[src/rtl/io_stream_run_monitor.sv]
// Run controller and per-channel output-stream monitor (saturating word count + rotate-XOR checksum) for an HLS kernel.
// Optional RUN watchdog is compiled in by defining STREAM_MON_TIMEOUT_EN.
module io_stream_run_monitor #(
   parameter int unsigned NUM_CH     = 4,
   parameter int unsigned DATA_W     = 32,
   parameter int unsigned CNT_W      = 16,
   parameter int unsigned RUN_W      = 6,
   parameter int unsigned MAX_RUNS   = 2,
   parameter int unsigned GAP_CYCLES = 16
`ifdef STREAM_MON_TIMEOUT_EN
   ,
   parameter int unsigned TIMEOUT    = 2**20
`endif
) (
   input  logic                     ap_clk,
   input  logic                     ap_rst,
   input  logic                     en,
   output logic                     ap_start,
   input  logic                     ap_done,
   input  logic [NUM_CH-1:0]        ch_write,
   input  logic [NUM_CH*DATA_W-1:0] ch_din,
   output logic [NUM_CH*CNT_W-1:0]  res_cnt,
   output logic [NUM_CH*DATA_W-1:0] res_csum,
   output logic                     res_valid,
   output logic [RUN_W-1:0]         run_cnt,
   output logic                     all_done,
   output logic                     timeout_err
);

   localparam int unsigned GAP_W = (GAP_CYCLES > 1) ? $clog2(GAP_CYCLES) : 1;

   typedef enum logic [1:0] {S_IDLE, S_RUN, S_GAP, S_DONE} state_t;

   state_t            state_q, state_d;
   logic [GAP_W-1:0]  gap_cnt_q, gap_cnt_d;
   logic [RUN_W-1:0]  run_cnt_q, run_cnt_d, run_cnt_inc;
   logic              res_valid_q, res_valid_d;
   logic              start_run;
   logic [CNT_W-1:0]  acc_cnt_q  [NUM_CH];
   logic [CNT_W-1:0]  acc_cnt_d  [NUM_CH];
   logic [DATA_W-1:0] acc_csum_q [NUM_CH];
   logic [DATA_W-1:0] acc_csum_d [NUM_CH];
   logic [CNT_W-1:0]  res_cnt_q  [NUM_CH];
   logic [CNT_W-1:0]  res_cnt_d  [NUM_CH];
   logic [DATA_W-1:0] res_csum_q [NUM_CH];
   logic [DATA_W-1:0] res_csum_d [NUM_CH];

`ifdef STREAM_MON_TIMEOUT_EN
   localparam int unsigned TMO_W = $clog2(TIMEOUT + 1);
   logic [TMO_W-1:0]  tmo_cnt_q, tmo_cnt_d;
   logic              timeout_err_q, timeout_err_d;
`endif

   always_comb begin
      state_d     = state_q;
      gap_cnt_d   = gap_cnt_q;
      run_cnt_d   = run_cnt_q;
      run_cnt_inc = run_cnt_q + RUN_W'(1);
      res_valid_d = 1'b0;
      start_run   = 1'b0;
      acc_cnt_d   = acc_cnt_q;
      acc_csum_d  = acc_csum_q;
      res_cnt_d   = res_cnt_q;
      res_csum_d  = res_csum_q;
`ifdef STREAM_MON_TIMEOUT_EN
      tmo_cnt_d     = tmo_cnt_q;
      timeout_err_d = timeout_err_q;
`endif
      unique case (state_q)
         S_IDLE: start_run = en;
         S_RUN: begin
            for (int i = 0; i < NUM_CH; i++) begin
               if (ch_write[i]) begin
                  if (acc_cnt_q[i] != '1) acc_cnt_d[i] = acc_cnt_q[i] + CNT_W'(1);
                  acc_csum_d[i] = {acc_csum_q[i][DATA_W-2:0], acc_csum_q[i][DATA_W-1]}
                                  ^ ch_din[i*DATA_W +: DATA_W];
               end
            end
`ifdef STREAM_MON_TIMEOUT_EN
            tmo_cnt_d = tmo_cnt_q + TMO_W'(1);
`endif
            // Results take the post-update values so a write coinciding with ap_done belongs to this run.
            if (ap_done) begin
               res_cnt_d   = acc_cnt_d;
               res_csum_d  = acc_csum_d;
               res_valid_d = 1'b1;
               run_cnt_d   = run_cnt_inc;
               gap_cnt_d   = '0;
               state_d     = (run_cnt_inc == RUN_W'(MAX_RUNS)) ? S_DONE : S_GAP;
            end
`ifdef STREAM_MON_TIMEOUT_EN
            else if (tmo_cnt_q == TMO_W'(TIMEOUT - 1)) begin
               timeout_err_d = 1'b1;
               state_d       = S_DONE;
            end
`endif
         end
         S_GAP: begin
            if (gap_cnt_q == GAP_W'(GAP_CYCLES - 1)) begin
               gap_cnt_d = '0;
               start_run = en;
               if (!en) state_d = S_IDLE;
            end else begin
               gap_cnt_d = gap_cnt_q + GAP_W'(1);
            end
         end
         S_DONE: state_d = S_DONE;
         default: state_d = S_IDLE;
      endcase

      if (start_run) begin
         state_d = S_RUN;
         for (int i = 0; i < NUM_CH; i++) begin
            acc_cnt_d[i]  = '0;
            acc_csum_d[i] = '0;
         end
`ifdef STREAM_MON_TIMEOUT_EN
         tmo_cnt_d = '0;
`endif
      end
   end

   always_ff @(posedge ap_clk) begin
      if (ap_rst) begin
         state_q     <= S_IDLE;
         gap_cnt_q   <= '0;
         run_cnt_q   <= '0;
         res_valid_q <= 1'b0;
         acc_cnt_q   <= '{default: '0};
         acc_csum_q  <= '{default: '0};
         res_cnt_q   <= '{default: '0};
         res_csum_q  <= '{default: '0};
`ifdef STREAM_MON_TIMEOUT_EN
         tmo_cnt_q     <= '0;
         timeout_err_q <= 1'b0;
`endif
      end else begin
         state_q     <= state_d;
         gap_cnt_q   <= gap_cnt_d;
         run_cnt_q   <= run_cnt_d;
         res_valid_q <= res_valid_d;
         acc_cnt_q   <= acc_cnt_d;
         acc_csum_q  <= acc_csum_d;
         res_cnt_q   <= res_cnt_d;
         res_csum_q  <= res_csum_d;
`ifdef STREAM_MON_TIMEOUT_EN
         tmo_cnt_q     <= tmo_cnt_d;
         timeout_err_q <= timeout_err_d;
`endif
      end
   end

   assign ap_start  = (state_q == S_RUN);
   assign all_done  = (state_q == S_DONE);
   assign res_valid = res_valid_q;
   assign run_cnt   = run_cnt_q;

   for (genvar g = 0; g < NUM_CH; g++) begin : g_pack
      assign res_cnt[g*CNT_W +: CNT_W]    = res_cnt_q[g];
      assign res_csum[g*DATA_W +: DATA_W] = res_csum_q[g];
   end

`ifdef STREAM_MON_TIMEOUT_EN
   assign timeout_err = timeout_err_q;
`else
   assign timeout_err = 1'b0;
`endif

endmodule

[config.mk]
export PLATFORM = sky130hd
export DESIGN_NAME = io_stream_run_monitor
export DESIGN_NICKNAME = d
export VERILOG_FILES = /design/src/rtl/io_stream_run_monitor.sv
export SDC_FILE = /design/constraint.sdc
export NUM_CORES = 1
export LEC_CHECK = 0
export BUFFER_PORTS_ARGS = -buffer_cell sky130_fd_sc_hd__buf_2
export CAP_MARGIN = 30
export CORE_ASPECT_RATIO = 0.6
export CORE_MARGIN = 3
export CORE_UTILIZATION = 60
export CTS_CLUSTER_SIZE = 14
export DETAILED_ROUTE_END_ITERATION = 16
export GPL_ROUTABILITY_DRIVEN = 0
export PLACE_DENSITY_LB_ADDON = 0.1
export SYNTH_ARGS = -nofsm -noshare
export SYNTH_HDL_FRONTEND = slang
export SYNTH_SLANG_ARGS = --single-unit
export TNS_END_PERCENT = 50
[constraint.sdc]
create_clock -name ap_clk -period 4.4 [get_ports ap_clk]
set_input_delay 0.22 -clock ap_clk [delete_from_list [all_inputs] [get_ports ap_clk]]
set_output_delay 0.22 -clock ap_clk [all_outputs]
set_load 0.05 [all_outputs]
Word level (Yosys, flattened, before mapping)
Index checks and enable logic that the tools add are counted.
{"block": "totals", "regBits": 397, "wordCells": 81, "inputBits": 136, "out_inout_bits": 202}
{"block": "op_classes", "eq_ne": 15, "bitwise": 5, "n_reduce_logical": 10, "n_mux": 24, "n_addsub": 6}
{"op": "16-bit 2-to-1 mux", "n": 8}
{"op": "32-bit 2-to-1 mux", "n": 4}
{"op": "32-bit bitwise XOR", "n": 4}
{"op": "16-bit by 1-bit adder with 16-bit output (second input constant)", "n": 4}
{"op": "16-bit inequality test (second input constant)", "n": 4}
{"op": "4-bit 2-to-1 mux", "n": 2}
{"op": "4-bit case mux with 2 select lines", "n": 1}
{"op": "4-bit AND reduction", "n": 2}
{"op": "6-bit by 1-bit adder with 6-bit output (second input constant)", "n": 1}
{"op": "6-bit by 2-bit equality test with 1-bit output (second input constant)", "n": 1}
{"op": "2-bit 2-to-1 mux", "n": 3}
{"op": "3-bit inequality test (second input constant)", "n": 2}
{"op": "2-bit case mux with 3 select lines", "n": 1}
{"op": "4-bit by 1-bit adder with 4-bit output (second input constant)", "n": 1}
{"op": "2-bit equality test (second input constant)", "n": 2}
{"op": "4-bit equality test (second input constant)", "n": 1}
{"op": "1-bit 2-to-1 mux", "n": 4}
{"op": "2-bit inequality test (second input constant)", "n": 2}
{"op": "2-bit AND reduction", "n": 2}
{"op": "4-bit nonzero test", "n": 1}
{"op": "2-bit OR reduction", "n": 2}
{"op": "3-bit by 1-bit inequality test with 1-bit output (second input constant)", "n": 1}
{"op": "3-bit nonzero test", "n": 1}
{"op": "2-bit by 1-bit equality test with 1-bit output (second input constant)", "n": 1}
{"op": "5 further kinds", "n": 5}

Longest topological paths before layout
Gate-level depths: netlist of the first run.
{"block": "depth", "word_depth": 6, "depth_mapped": 8, "depth_no_buf": 5}

Worst setup path after synthesis of the first run
No wires, ideal clock.
{"block": "synth_timing", "kind": "flip-flop to flip-flop", "start": "register state_q[0]", "end": "register acc_cnt_q[29] (netlist name)", "required_time_ns": 4.305, "t_arrival_ns": 1.970, "stages_incl_launch_ff": 8, "setup_slack_ns": 2.335, "n_path_buf": 3, "setup_time_ns": 0.095, "period_less_slack_ns": 2.065, "cell_sequence": "dfxtp_1 clkbuf_2 nand2b_1 inv_1 clkbuf_1 clkbuf_1 o21ai_0 a221oi_1"}
{"block": "synth_between", "elab_cells_between_ends": 5, "cone_classes": "eq/ne: 2; mux: 1; reduce/logical: 2"}
{"item": "start, declared", "line_no": "34", "rtl": "state_t state_q, state_d;"}
{"item": "start signal, assigned", "line_no": "138", "rtl": "state_q <= state_d;"}
{"item": "2-bit by 1-bit equality test with 1-bit output"}
{"item": "net ap_start", "line_no": "18", "rtl": "output logic ap_start,"}
{"item": "end signal, assigned", "line_no": "142", "rtl": "acc_cnt_q <= acc_cnt_d;"}
{"item": "end, declared", "line_no": "39", "rtl": "logic [CNT_W-1:0] acc_cnt_q [NUM_CH];"}
The timed path passes the listed nets, and every way through them passes these cells.
A chain may end at the register's enable or synchronous reset.

Worst setup path in the final report of the first run
{"block": "layout_timing", "start": "register state_q[1]", "end": "output ap_start"}
{"block": "layout_between", "elab_chain_len": 1}
{"item": "2-bit by 1-bit equality test with 1-bit output", "line_no": "153", "rtl": "assign ap_start = (state_q == S_RUN);"}
{"item": "end, declared", "line_no": "18"}
No other way between the ends.

==> flow_metrics.env, run 1 <==
export IMPL_run_status="complete, no violations"
export IMPL_final_number_of_hold_violating_endpoints=0
export IMPL_dieWidth_um=237
export IMPL_crit_chain="nand2b_4 > inv_1 > buf_2"
export IMPL_floorplan_die_area_mm2=0.0344
export IMPL_worstPathBufferInverterCount=2
export IMPL_final_min_period_ns=3.16
export IMPL_cts_max_path_buffers=3
export IMPL_std_cell_rows=50
export IMPL_initialDrtViolationCount=1298
export IMPL_layout_core_utilization_pct=70.9
export IMPL_worst_setup_path_type="reg2out"
export IMPL_netlist_cell_type_count=68
export IMPL_clkLatencyLatePin_ns=0.54
export IMPL_floorplan_core_area_mm2=0.0314
export IMPL_timing_worst_slew_pin_value_ns=1.18
export IMPL_numPlacedInstances=2860
export IMPL_final_slew_viol_count=0
export IMPL_number_of_enable_type_register_cells_in_the_synthesized_netlist=0
export IMPL_antenna_found_initial=6
export IMPL_route_antenna_remaining_nets=0
export IMPL_final_cycle_share_pct=71.7
export IMPL_cts_resized=0
export IMPL_synth_yosys_seq_area_share_pct=41.2
export IMPL_filler_cell_count=2515
export IMPL_path_delay_family="buffers and inverters"
export IMPL_clock_power_share_pct=39.7
export IMPL_clock_sink_count=397
export IMPL_p_int_uw=6150
export IMPL_max_ir_drop_vdd_mv=0.301
export IMPL_first_global_vias=15200
export IMPL_firstDrtPassIters=9
export IMPL_initial_core_util_pct=61.4
export IMPL_cts_max_level=2
export IMPL_setup_repair_after_global_routing_missed_its_margin="false"
export IMPL_worstPathMaxFanout=77
export IMPL_cp_slowest_stage_delay_ns=0.76
export IMPL_critical_path_slowest_cell="sky130_fd_sc_hd__nand2b_4"
export IMPL_max_clk_rate_mhz=317
export IMPL_number_of_hold_buffers_added_after_cts=0
export IMPL_p_switching_uw=2460
export IMPL_via_count=17000
export IMPL_maxSlewHeadroom_pct=21.4
export IMPL_finalPower_uw=8620
export IMPL_syn_num_nets=2410
export IMPL_clock_root_cell="sky130_fd_sc_hd__clkbuf_16"
export IMPL_clock_tree_from_tritoncts="done"
export IMPL_boundaryPins=338
export IMPL_synth_avg_cell_area_um2=8.51
export IMPL_postSynthCellCount=2267
export IMPL_grt_start_max_net_pins=227
export IMPL_sw_share_pct=28.6
export IMPL_power_leakage_uw=0.00912
export IMPL_post_route_cells_drive_above_1_share_pct=17.5
export IMPL_postCtsSetupRepairBufs=0
export IMPL_syn2layout_area_growth_pct=15.4
export IMPL_fin_tns_setup_ns=0
export IMPL_mostFrequentLayoutCells="397 x sky130_fd_sc_hd__dfxtp_1, 335 x sky130_fd_sc_hd__buf_2, 330 x sky130_fd_sc_hd__nor2_1"
export IMPL_dp_hpwl_um=33200
export IMPL_worst_setup_hold_path_clk_slew_ns=0.06
export IMPL_route_final_wire_length_um=50100
export IMPL_skew_ns=0.0128
export IMPL_die_h_um=145
export IMPL_grt_first_pass_wirelength_um=79000
export IMPL_drcViolationCount=0
export IMPL_yosysWarningCount=0
export IMPL_holdCritPathClass="in2reg"
export IMPL_grt_overflow_total=0
export IMPL_critPathCaptureType="output port"
export IMPL_cts_buffers_inserted=38
export IMPL_cp_data_required_time_ns=4.18
export IMPL_critical_path_startpoint_type="register"
export IMPL_power_per_cell_area_mw_per_mm2=387
export IMPL_avgRoutedWirePerCell_um=17.1
export IMPL_route_detailed_vias_per_inst=5.80
export IMPL_nets=2628
export IMPL_globalRouteTotalUtil_pct=27.6
export IMPL_final_common_cell="sky130_fd_sc_hd__dfxtp_1"
export IMPL_synthArstFlopShare_pct=0
export IMPL_post_synth_instance_area_mm2=0.0193
export IMPL_finalNonFillerCells=2927
export IMPL_synth_ff_latch_count=397
export IMPL_ys_flop_type="sky130_fd_sc_hd__dfxtp_1"
export IMPL_power_share_sequential_pct=44.5
export IMPL_maxCapViolCount=0
export IMPL_buffer_ports_inserted=336
export IMPL_data_arrival_time_of_the_critical_path_ns=2.94
export IMPL_timing_final_setup_violations=0
export IMPL_pwr_share_comb_pct=15.9
[power by group through the flow]
stage / sequential (uW) / combinational, uW / clock (uW)
final: 3830 / 1370 / 3420
after global routing: 3850 / 1480 / 3620
after CTS: 3830 / 1360 / 3480
after detailed placement: 3910 / 1360 / 0
after global placement: 3900 / 1330 / 0
after floorplan: 4170 / 747 / 0
[final cells by class]
| class | count | area [um^2] | area share [%] |
|---|---|---|---|
| Tap cell | 416 | 520 | 2.34 |
| Inverter | 16 | 60.1 | 0.270 |
| Clock buffer | 59 | 1210 | 5.45 |
| Multi-Input combinational cell | 1676 | 10500 | 47.4 |
| Antenna cell | 2 | 5.00 | 0.0225 |
| Timing Repair Buffer | 356 | 1890 | 8.49 |
| Clock inverter | 5 | 75.1 | 0.337 |
| Sequential cell | 397 | 7950 | 35.7 |
[kinds of logic (layout without fill, tap and decap cells)]
logic type	after synthesis	count (layout)	share of synthesized area, %
compound gates	506	506	19.1
xor+xnor	150	150	6.81
fa+ha+maj	7	7	0.454
buf+inv	194	436	4.23
flops	397	397	41.2
mux	141	141	7.32
other cells	1	3	0.0194
simple gates	871	871	20.9
[worst min-delay path, stage by stage]
cell and delay, ns:
sky130_fd_sc_hd__buf_2 0.11, sky130_fd_sc_hd__o21ai_0 0.15, sky130_fd_sc_hd__a221oi_1 0.08
[routing by layer]
layer / track usage [%] / wire length, um / share of wire [%] / up-vias
met2: 43.0 / 22200 / 44 / 525
met4: 8.92 / 1440 / 2.9 / 12
met3: 5.93 / 3610 / 7.2 / 109
met5: 0 / 89 / 0.18 / -
met1: 38.5 / 22800 / 46 / 7947
li1: - / - / - / 8369
[flip-flops by register name, summed over array words and instances (netlist names)]
| register | flops |
|---|---|
| acc_cnt_q | 64 |
| acc_csum_q | 128 |
| gap_cnt_q | 4 |
| res_cnt | 64 |
| res_csum | 128 |
| res_valid | 1 |
| run_cnt | 6 |
| state_q | 2 |
[through the flow]
| stage | area [um^2] | hold slack [ns] | worst slack (ns) |
|---|---|---|---|
| final | 22300 | 0.0771 | 1.24 |
| after detailed placement | 20900 | 0.443 | 1.45 |
| after global placement | 20900 | 0.436 | 1.60 |
| after floorplan | 19300 | 0.425 | 2.33 |
| after global routing | 22200 | 0.0521 | 1.11 |
| after CTS | 22200 | 0.0396 | 1.28 |
[cells in the mapped netlist, types with 7 or more instances]
cell                       instances  share of area (%)
sky130_fd_sc_hd__a211oi_1         17               0.66
sky130_fd_sc_hd__a21oi_1          57                1.5
sky130_fd_sc_hd__a311oi_1         39                1.8
sky130_fd_sc_hd__a31oi_1           8               0.26
sky130_fd_sc_hd__and3_1           10               0.32
sky130_fd_sc_hd__and4_1           16               0.73
sky130_fd_sc_hd__buf_1             8               0.16
sky130_fd_sc_hd__buf_2            24               0.62
sky130_fd_sc_hd__buf_4             9               0.35
sky130_fd_sc_hd__clkbuf_1        128                2.5
sky130_fd_sc_hd__clkbuf_2          7               0.18
sky130_fd_sc_hd__dfxtp_1         397                 41
sky130_fd_sc_hd__ha_1              7               0.45
sky130_fd_sc_hd__inv_1            15               0.29
sky130_fd_sc_hd__mux2i_1         141                7.3
sky130_fd_sc_hd__nand2_1         305                5.9
sky130_fd_sc_hd__nand3_1          35               0.91
sky130_fd_sc_hd__nand4_1          24               0.78
sky130_fd_sc_hd__nand4_2           8               0.52
sky130_fd_sc_hd__nor2_1          330                6.4
sky130_fd_sc_hd__nor3_1           23               0.60
sky130_fd_sc_hd__nor4_1           15               0.49
sky130_fd_sc_hd__o21a_1          256                 10
sky130_fd_sc_hd__o21ai_0          47                1.2
sky130_fd_sc_hd__o31ai_1          45                1.8
sky130_fd_sc_hd__or3_1            27               0.88
sky130_fd_sc_hd__or4_1            42                1.6
sky130_fd_sc_hd__xnor2_1          14               0.64
sky130_fd_sc_hd__xor2_1          136                6.2
[worst paths after layout]
kind | startpoint | to | slack [ns] | depth (start not counted)
worst max register to register | state_q[0] | acc_cnt_q[54] | 1.37 | 5
worst min-delay path | en | state_q[0] | 0.08 | 3
worst min register to register | res_cnt[18] | res_cnt[18] | 0.46 | 2
worst max-delay path | state_q[1] | ap_start | 1.24 | 3
Note: power is estimated with default switching activity, not from simulation.
==> run 2, diff against run 1 <==
CORE_UTILIZATION = 51   (was 60)
clock period = 2.7 ns   (was 4.4 ns; I/O delays follow)
==> run 2 against run 1 <==
  * Worst hold slack worse by 0.048 ns
  * Critical path type unchanged
  * Count of clock-buffer cells in the layout is 6 lower
  * Flip-flop and latch count is the same
  * Highest routed layer unchanged
  * Clock power up 60%
  * Total power up 62%
  * Final area increased by 1.1%
  * Wire length increased by 3.9%
==> flow_metrics.env, run 2 (synthesis gave the netlist of run 1 again) <==
export IMPL_run_status="complete, no violations"
export IMPL_final_min_period_ns=2.37
export IMPL_initialDrtViolationCount=1104
export IMPL_critical_path_slowest_cell="sky130_fd_sc_hd__dfxtp_1"
export IMPL_route_antenna_remaining_nets=0
export IMPL_floorplan_core_area_mm2=0.0368
export IMPL_grt_first_pass_wirelength_um=83800
export IMPL_critical_path_startpoint_type="register"
export IMPL_r2r_start="state_q[0]"
export IMPL_maxCapViolCount=0
export IMPL_post_route_cells_drive_above_1_share_pct=18.0
export IMPL_pwr_share_comb_pct=16.3
export IMPL_dieWidth_um=257
export IMPL_grt_start_max_net_pins=162
export IMPL_data_arrival_time_of_the_critical_path_ns=2.23
export IMPL_final_number_of_hold_violating_endpoints=0
export IMPL_std_cell_rows=54
export IMPL_critical_path_startpoint="state_q[0]"
export IMPL_globalRouteTotalUtil_pct=25.1
export IMPL_clock_tree_from_tritoncts="done"
export IMPL_mostFrequentLayoutCells="397 x sky130_fd_sc_hd__dfxtp_1, 335 x sky130_fd_sc_hd__buf_2, 330 x sky130_fd_sc_hd__nor2_1"
export IMPL_die_h_um=157
export IMPL_clock_root_cell="sky130_fd_sc_hd__clkbuf_16"
export IMPL_timing_worst_slew_pin_value_ns=0.791
export IMPL_clock_sink_count=397
export IMPL_setup_repair_after_global_routing_missed_its_margin="false"
export IMPL_cts_max_path_buffers=3
export IMPL_final_common_cell="sky130_fd_sc_hd__dfxtp_1"
export IMPL_cp_slowest_stage_delay_ns=0.52
export IMPL_final_slew_viol_count=0
export IMPL_via_count=17000
export IMPL_dp_hpwl_um=34900
export IMPL_cp_data_required_time_ns=2.57
export IMPL_final_cycle_share_pct=87.6
export IMPL_initial_core_util_pct=52.4
export IMPL_crit_chain="nand2b_4 > inv_1 > buf_4 > buf_2"
export IMPL_clkLatencyLatePin_ns=0.54
export IMPL_avgRoutedWirePerCell_um=17.2
export IMPL_fin_tns_setup_ns=0
export IMPL_finalPower_uw=14000
export IMPL_max_clk_rate_mhz=423
export IMPL_drcViolationCount=0
export IMPL_holdCritPathClass="in2reg"
export IMPL_critPathCaptureType="output port"
export IMPL_cts_max_level=2
export IMPL_maxSlewHeadroom_pct=45.9
export IMPL_route_detailed_vias_per_inst=5.60
export IMPL_firstDrtPassIters=8
export IMPL_clock_power_share_pct=39.1
export IMPL_antenna_found_initial=5
export IMPL_cts_buffers_inserted=40
export IMPL_worst_setup_hold_path_clk_slew_ns=0.06
export IMPL_syn2layout_area_growth_pct=16.6
export IMPL_boundaryPins=338
export IMPL_buffer_ports_inserted=336
export IMPL_worstPathMaxFanout=18
export IMPL_first_global_vias=16100
export IMPL_power_share_sequential_pct=44.6
export IMPL_power_per_cell_area_mw_per_mm2=622
export IMPL_hp_start="en"
export IMPL_route_final_wire_length_um=52100
export IMPL_floorplan_die_area_mm2=0.0403
export IMPL_p_switching_uw=4090
export IMPL_p_int_uw=9900
export IMPL_max_ir_drop_vdd_mv=0.454
export IMPL_grt_overflow_total=0
export IMPL_skew_ns=0.0190
export IMPL_sw_share_pct=29.2
export IMPL_worst_setup_path_type="reg2out"
export IMPL_power_leakage_uw=0.00920
export IMPL_nets=2645
export IMPL_postCtsSetupRepairBufs=0
export IMPL_timing_final_setup_violations=0
## run 2: cell count changes in the layout (fill, tap and decap cells not counted), moves of 3 or more
cell                            previous run  this run
sky130_fd_sc_hd__buf_12                    4         7
sky130_fd_sc_hd__buf_4                    16        25
sky130_fd_sc_hd__clkbuf_8                 12         5
sky130_fd_sc_hd__clkinv_2                  3        12
sky130_fd_sc_hd__dlygate4sd3_1             0         3
## run 2: worst max-delay path, delay by kind of cell (launching register included)
kind | cells | cell delay (ns)
DFF | 1 | 0.52
buffers and inverters | 3 | 0.96
and+or+nand+nor | 1 | 0.21
## run 2: layer usage
layer  routed length (um)  track usage (%)
met2                23500             40.2
met4                 1380             8.03
met5                   49                0
met1                24000             34.3
met3                 3180             4.82
## run 2: final timing paths
kind	endpoint	slack, ns	cells after the start
setup reg to reg	acc_cnt_q[55]	0.55	5
hold / removal	state_q[0]	0.03	3
hold reg to reg	res_cnt[20]	0.45	2
setup / recovery	ap_start	0.33	4
## run 2: power by group through the flow
stage               clock network (uW)  logic, uW  registers (uW)
finish                            5470       2280            6240
global route                      5840       2480            6270
CTS                               5590       2290            6240
detailed placement                   0       2280            6370
global placement                     0       2240            6360
floorplan                            0       1220            6800
## run 2: repair_timing
| item | 4_1_cts | 5_1_grt |
|---|---|---|
| hold buffers | 3 | 0 |
| endpoints found under the hold margin | 28 | 0 |
| gates resized for setup | 0 | 0 |
## run 2: cell type report
cell class / instances / area [um^2]
well taps: 504 / 631
repair buffers: 371 / 2050
inverters: 16 / 60.1
flip-flops and latches: 397 / 7950
diodes: 1 / 2.50
clock buffers: 53 / 1120
fillers: 3321 / 14300
clock inverters: 16 / 139
multi-input cells: 1676 / 10500
## run 2: metrics by stage
| stage | worst slack, ns | cells | hold slack [ns] | utilization (%) | area, um^2 |
|---|---|---|---|---|---|
| after floorplan | 0.635 | 2267 | 0.340 | - | 19300 |
| after global routing | 0.208 | 3034 | 0.0325 | 61.1 | 22500 |
| after global placement | 0.679 | 2961 | 0.435 | 57.6 | 21200 |
| final | 0.334 | 3034 | 0.0291 | 61.1 | 22500 |
| after detailed placement | 0.592 | 2961 | 0.446 | 57.6 | 21200 |
| after CTS | 0.347 | 3033 | 0.000150 | 61.1 | 22500 |
==> run 3, diff against run 2 <==
CORE_UTILIZATION = 40   (was 51)
clock period = 2.8 ns   (was 2.7 ns; I/O delays follow)
==> run 3 against run 2 <==
  * First-iteration DRC count down 9.7%
  * Count of clock-buffer cells in the layout up 8
  * Via count down 2.3%
  * Die area up 27%
  * Non-clock buffer count up 10
  * Largest power group is now the clock network
  * Largest cell class unchanged
  * Critical endpoint is now res_cnt[33]
  * Wire length up 2.2%
  * Flip-flop and latch count unchanged
==> flow_metrics.env, run 3 (synthesis gave the netlist of run 1 again) <==
export IMPL_post_route_cells_drive_above_1_share_pct=18.5
export IMPL_final_common_cell="sky130_fd_sc_hd__dfxtp_1"
export IMPL_clock_root_cell="sky130_fd_sc_hd__clkbuf_16"
export IMPL_antenna_found_initial=2
export IMPL_critPathCaptureType="register"
export IMPL_cts_buffers_inserted=42
export IMPL_cp_slowest_stage_delay_ns=0.78
export IMPL_power_per_cell_area_mw_per_mm2=622
export IMPL_die_h_um=176
export IMPL_drcViolationCount=0
export IMPL_maxSlewHeadroom_pct=34.5
export IMPL_firstDrtPassIters=5
export IMPL_postCtsSetupRepairBufs=0
export IMPL_buffer_ports_inserted=336
export IMPL_critical_path_startpoint_type="register"
export IMPL_sw_share_pct=28.3
export IMPL_max_clk_rate_mhz=428
export IMPL_via_count=16600
export IMPL_grt_overflow_total=0
export IMPL_p_switching_uw=4050
export IMPL_dieWidth_um=289
export IMPL_maxCapViolCount=0
export IMPL_rrSetupSlack_ns=0.46
export IMPL_cts_resized=0
export IMPL_power_share_sequential_pct=42.0
export IMPL_mostFrequentLayoutCells="397 x sky130_fd_sc_hd__dfxtp_1, 335 x sky130_fd_sc_hd__buf_2, 330 x sky130_fd_sc_hd__nor2_1"
export IMPL_globalRouteTotalUtil_pct=20.1
export IMPL_floorplan_die_area_mm2=0.0510
export IMPL_data_arrival_time_of_the_critical_path_ns=2.79
export IMPL_timing_final_setup_violations=0
export IMPL_cts_max_path_buffers=3
export IMPL_crit_chain="ha_1 > nand3_1 > o41ai_4 > buf_4 > nand2_1 > a311oi_1"
export IMPL_endpoint="res_cnt[33]"
export IMPL_clock_tree_from_tritoncts="done"
export IMPL_power_leakage_uw=0.00937
export IMPL_route_detailed_vias_per_inst=5.22
export IMPL_nets=2657
export IMPL_timing_worst_slew_pin_value_ns=0.983
export IMPL_worstReg2RegEnd="res_cnt[33]"
export IMPL_clock_power_share_pct=42.4
export IMPL_holdCritPathClass="in2reg"
export IMPL_route_antenna_remaining_nets=0
export IMPL_fin_hold_ws_ns=0.0611
export IMPL_route_final_wire_length_um=53200
export IMPL_grt_first_pass_wirelength_um=84100
export IMPL_final_min_period_ns=2.34
export IMPL_final_slew_viol_count=0
export IMPL_worst_r2r_cell_count=6
export IMPL_clkLatencyLatePin_ns=0.54
export IMPL_max_ir_drop_vdd_mv=0.380
export IMPL_first_global_vias=15500
export IMPL_number_of_hold_buffers_added_after_cts=5
export IMPL_fin_tns_setup_ns=0
export IMPL_setup_repair_after_global_routing_missed_its_margin="false"
export IMPL_r2r_start="acc_cnt_q[16]"
export IMPL_initial_core_util_pct=41.1
export IMPL_cp_data_required_time_ns=3.25
export IMPL_initialDrtViolationCount=997
export IMPL_syn2layout_area_growth_pct=19.4
export IMPL_run_status="complete, no violations"
export IMPL_std_cell_rows=61
export IMPL_grt_start_max_net_pins=165
export IMPL_worst_setup_path_type="reg2reg"
export IMPL_pwr_share_comb_pct=15.6
export IMPL_final_number_of_hold_violating_endpoints=0
export IMPL_cts_max_level=2
export IMPL_worst_setup_hold_path_clk_slew_ns=0.06
export IMPL_final_cycle_share_pct=83.5
export IMPL_avgRoutedWirePerCell_um=16.7
export IMPL_boundaryPins=338
export IMPL_holdPathStages=3
export IMPL_critical_path_startpoint="acc_cnt_q[16]"
export IMPL_worstPathMaxFanout=17
export IMPL_floorplan_core_area_mm2=0.0469
export IMPL_clock_sink_count=397
export IMPL_dp_hpwl_um=36500
export IMPL_skew_ns=0.0159
export IMPL_critical_path_slowest_cell="sky130_fd_sc_hd__o41ai_4"
export IMPL_p_int_uw=10300
[run 3: changes by cell type in the layout (fill, tap and decap cells not counted), sizes merged, moves of 2 or more]
cell	delta
clkbuf	+8
buf	+8
bufinv	+4
clkinvlp	+2
dlygate4sd3	+2
clkinv	-5
[run 3: final cells by class]
type                       instances  area (um^2)
tap                              630          788
clock inverter                    16          238
timing repair buffer             381         2180
clock buffer                      61         1270
sequential                       397         7950
antenna                            1         2.50
multi-input combinational       1676        10500
inverter                          16         60.1
fill                            4550        23900
[run 3: worst min-delay path by stage]
stage | startpoint | slack (ns) | endpoint
after floorplan | ap_done | 0.34 | state_q[1]
after global placement | res_cnt[52] | 0.44 | res_cnt[52]
after detailed placement | res_cnt[30] | 0.44 | res_cnt[30]
after CTS | ch_write[0] | 0.03 | res_cnt[1]
after global routing | ch_write[0] | 0.06 | res_cnt[1]
final | ch_write[0] | 0.06 | res_cnt[1]
[run 3: metal layers]
layer	routed length [um]	track usage (%)	part of all wire [%]	vias up
li1	-	-	-	8454
met1	25700	28.1	48	7759
met2	23700	32.0	45	304
met3	2480	3.70	4.7	74
met4	1340	5.39	2.5	2
met5	7	0	0.013	-
[run 3: stage by stage]
stage	util, %	cell area, um^2	instances	total power (uW)	worst slack [ns]
final	49.0	23000	3178	14300	0.463
after global routing	49.0	23000	3178	15000	0.180
after CTS	49.0	23000	3177	14500	0.439
after detailed placement	45.7	21500	3095	8380	0.468
after global placement	45.7	21500	3095	8350	0.591
after floorplan	-	19300	2267	7730	0.735
[run 3: critical path: cells and delay by family, from the launching register on]
family | cells | cell delay, ns
flops | 1 | 0.43
fa+ha+maj | 1 | 0.27
simple gates | 2 | 0.25
buf+inv | 1 | 0.28
compound gates | 2 | 1.01
[run 3: power groups by stage]
stage / Combinational, uW / Clock (uW) / Sequential (uW)
floorplan: 1170 / 0 / 6560
global placement: 2210 / 0 / 6140
detailed placement: 2240 / 0 / 6150
CTS: 2250 / 6260 / 6020
global route: 2430 / 6500 / 6040
finish: 2230 / 6070 / 6020
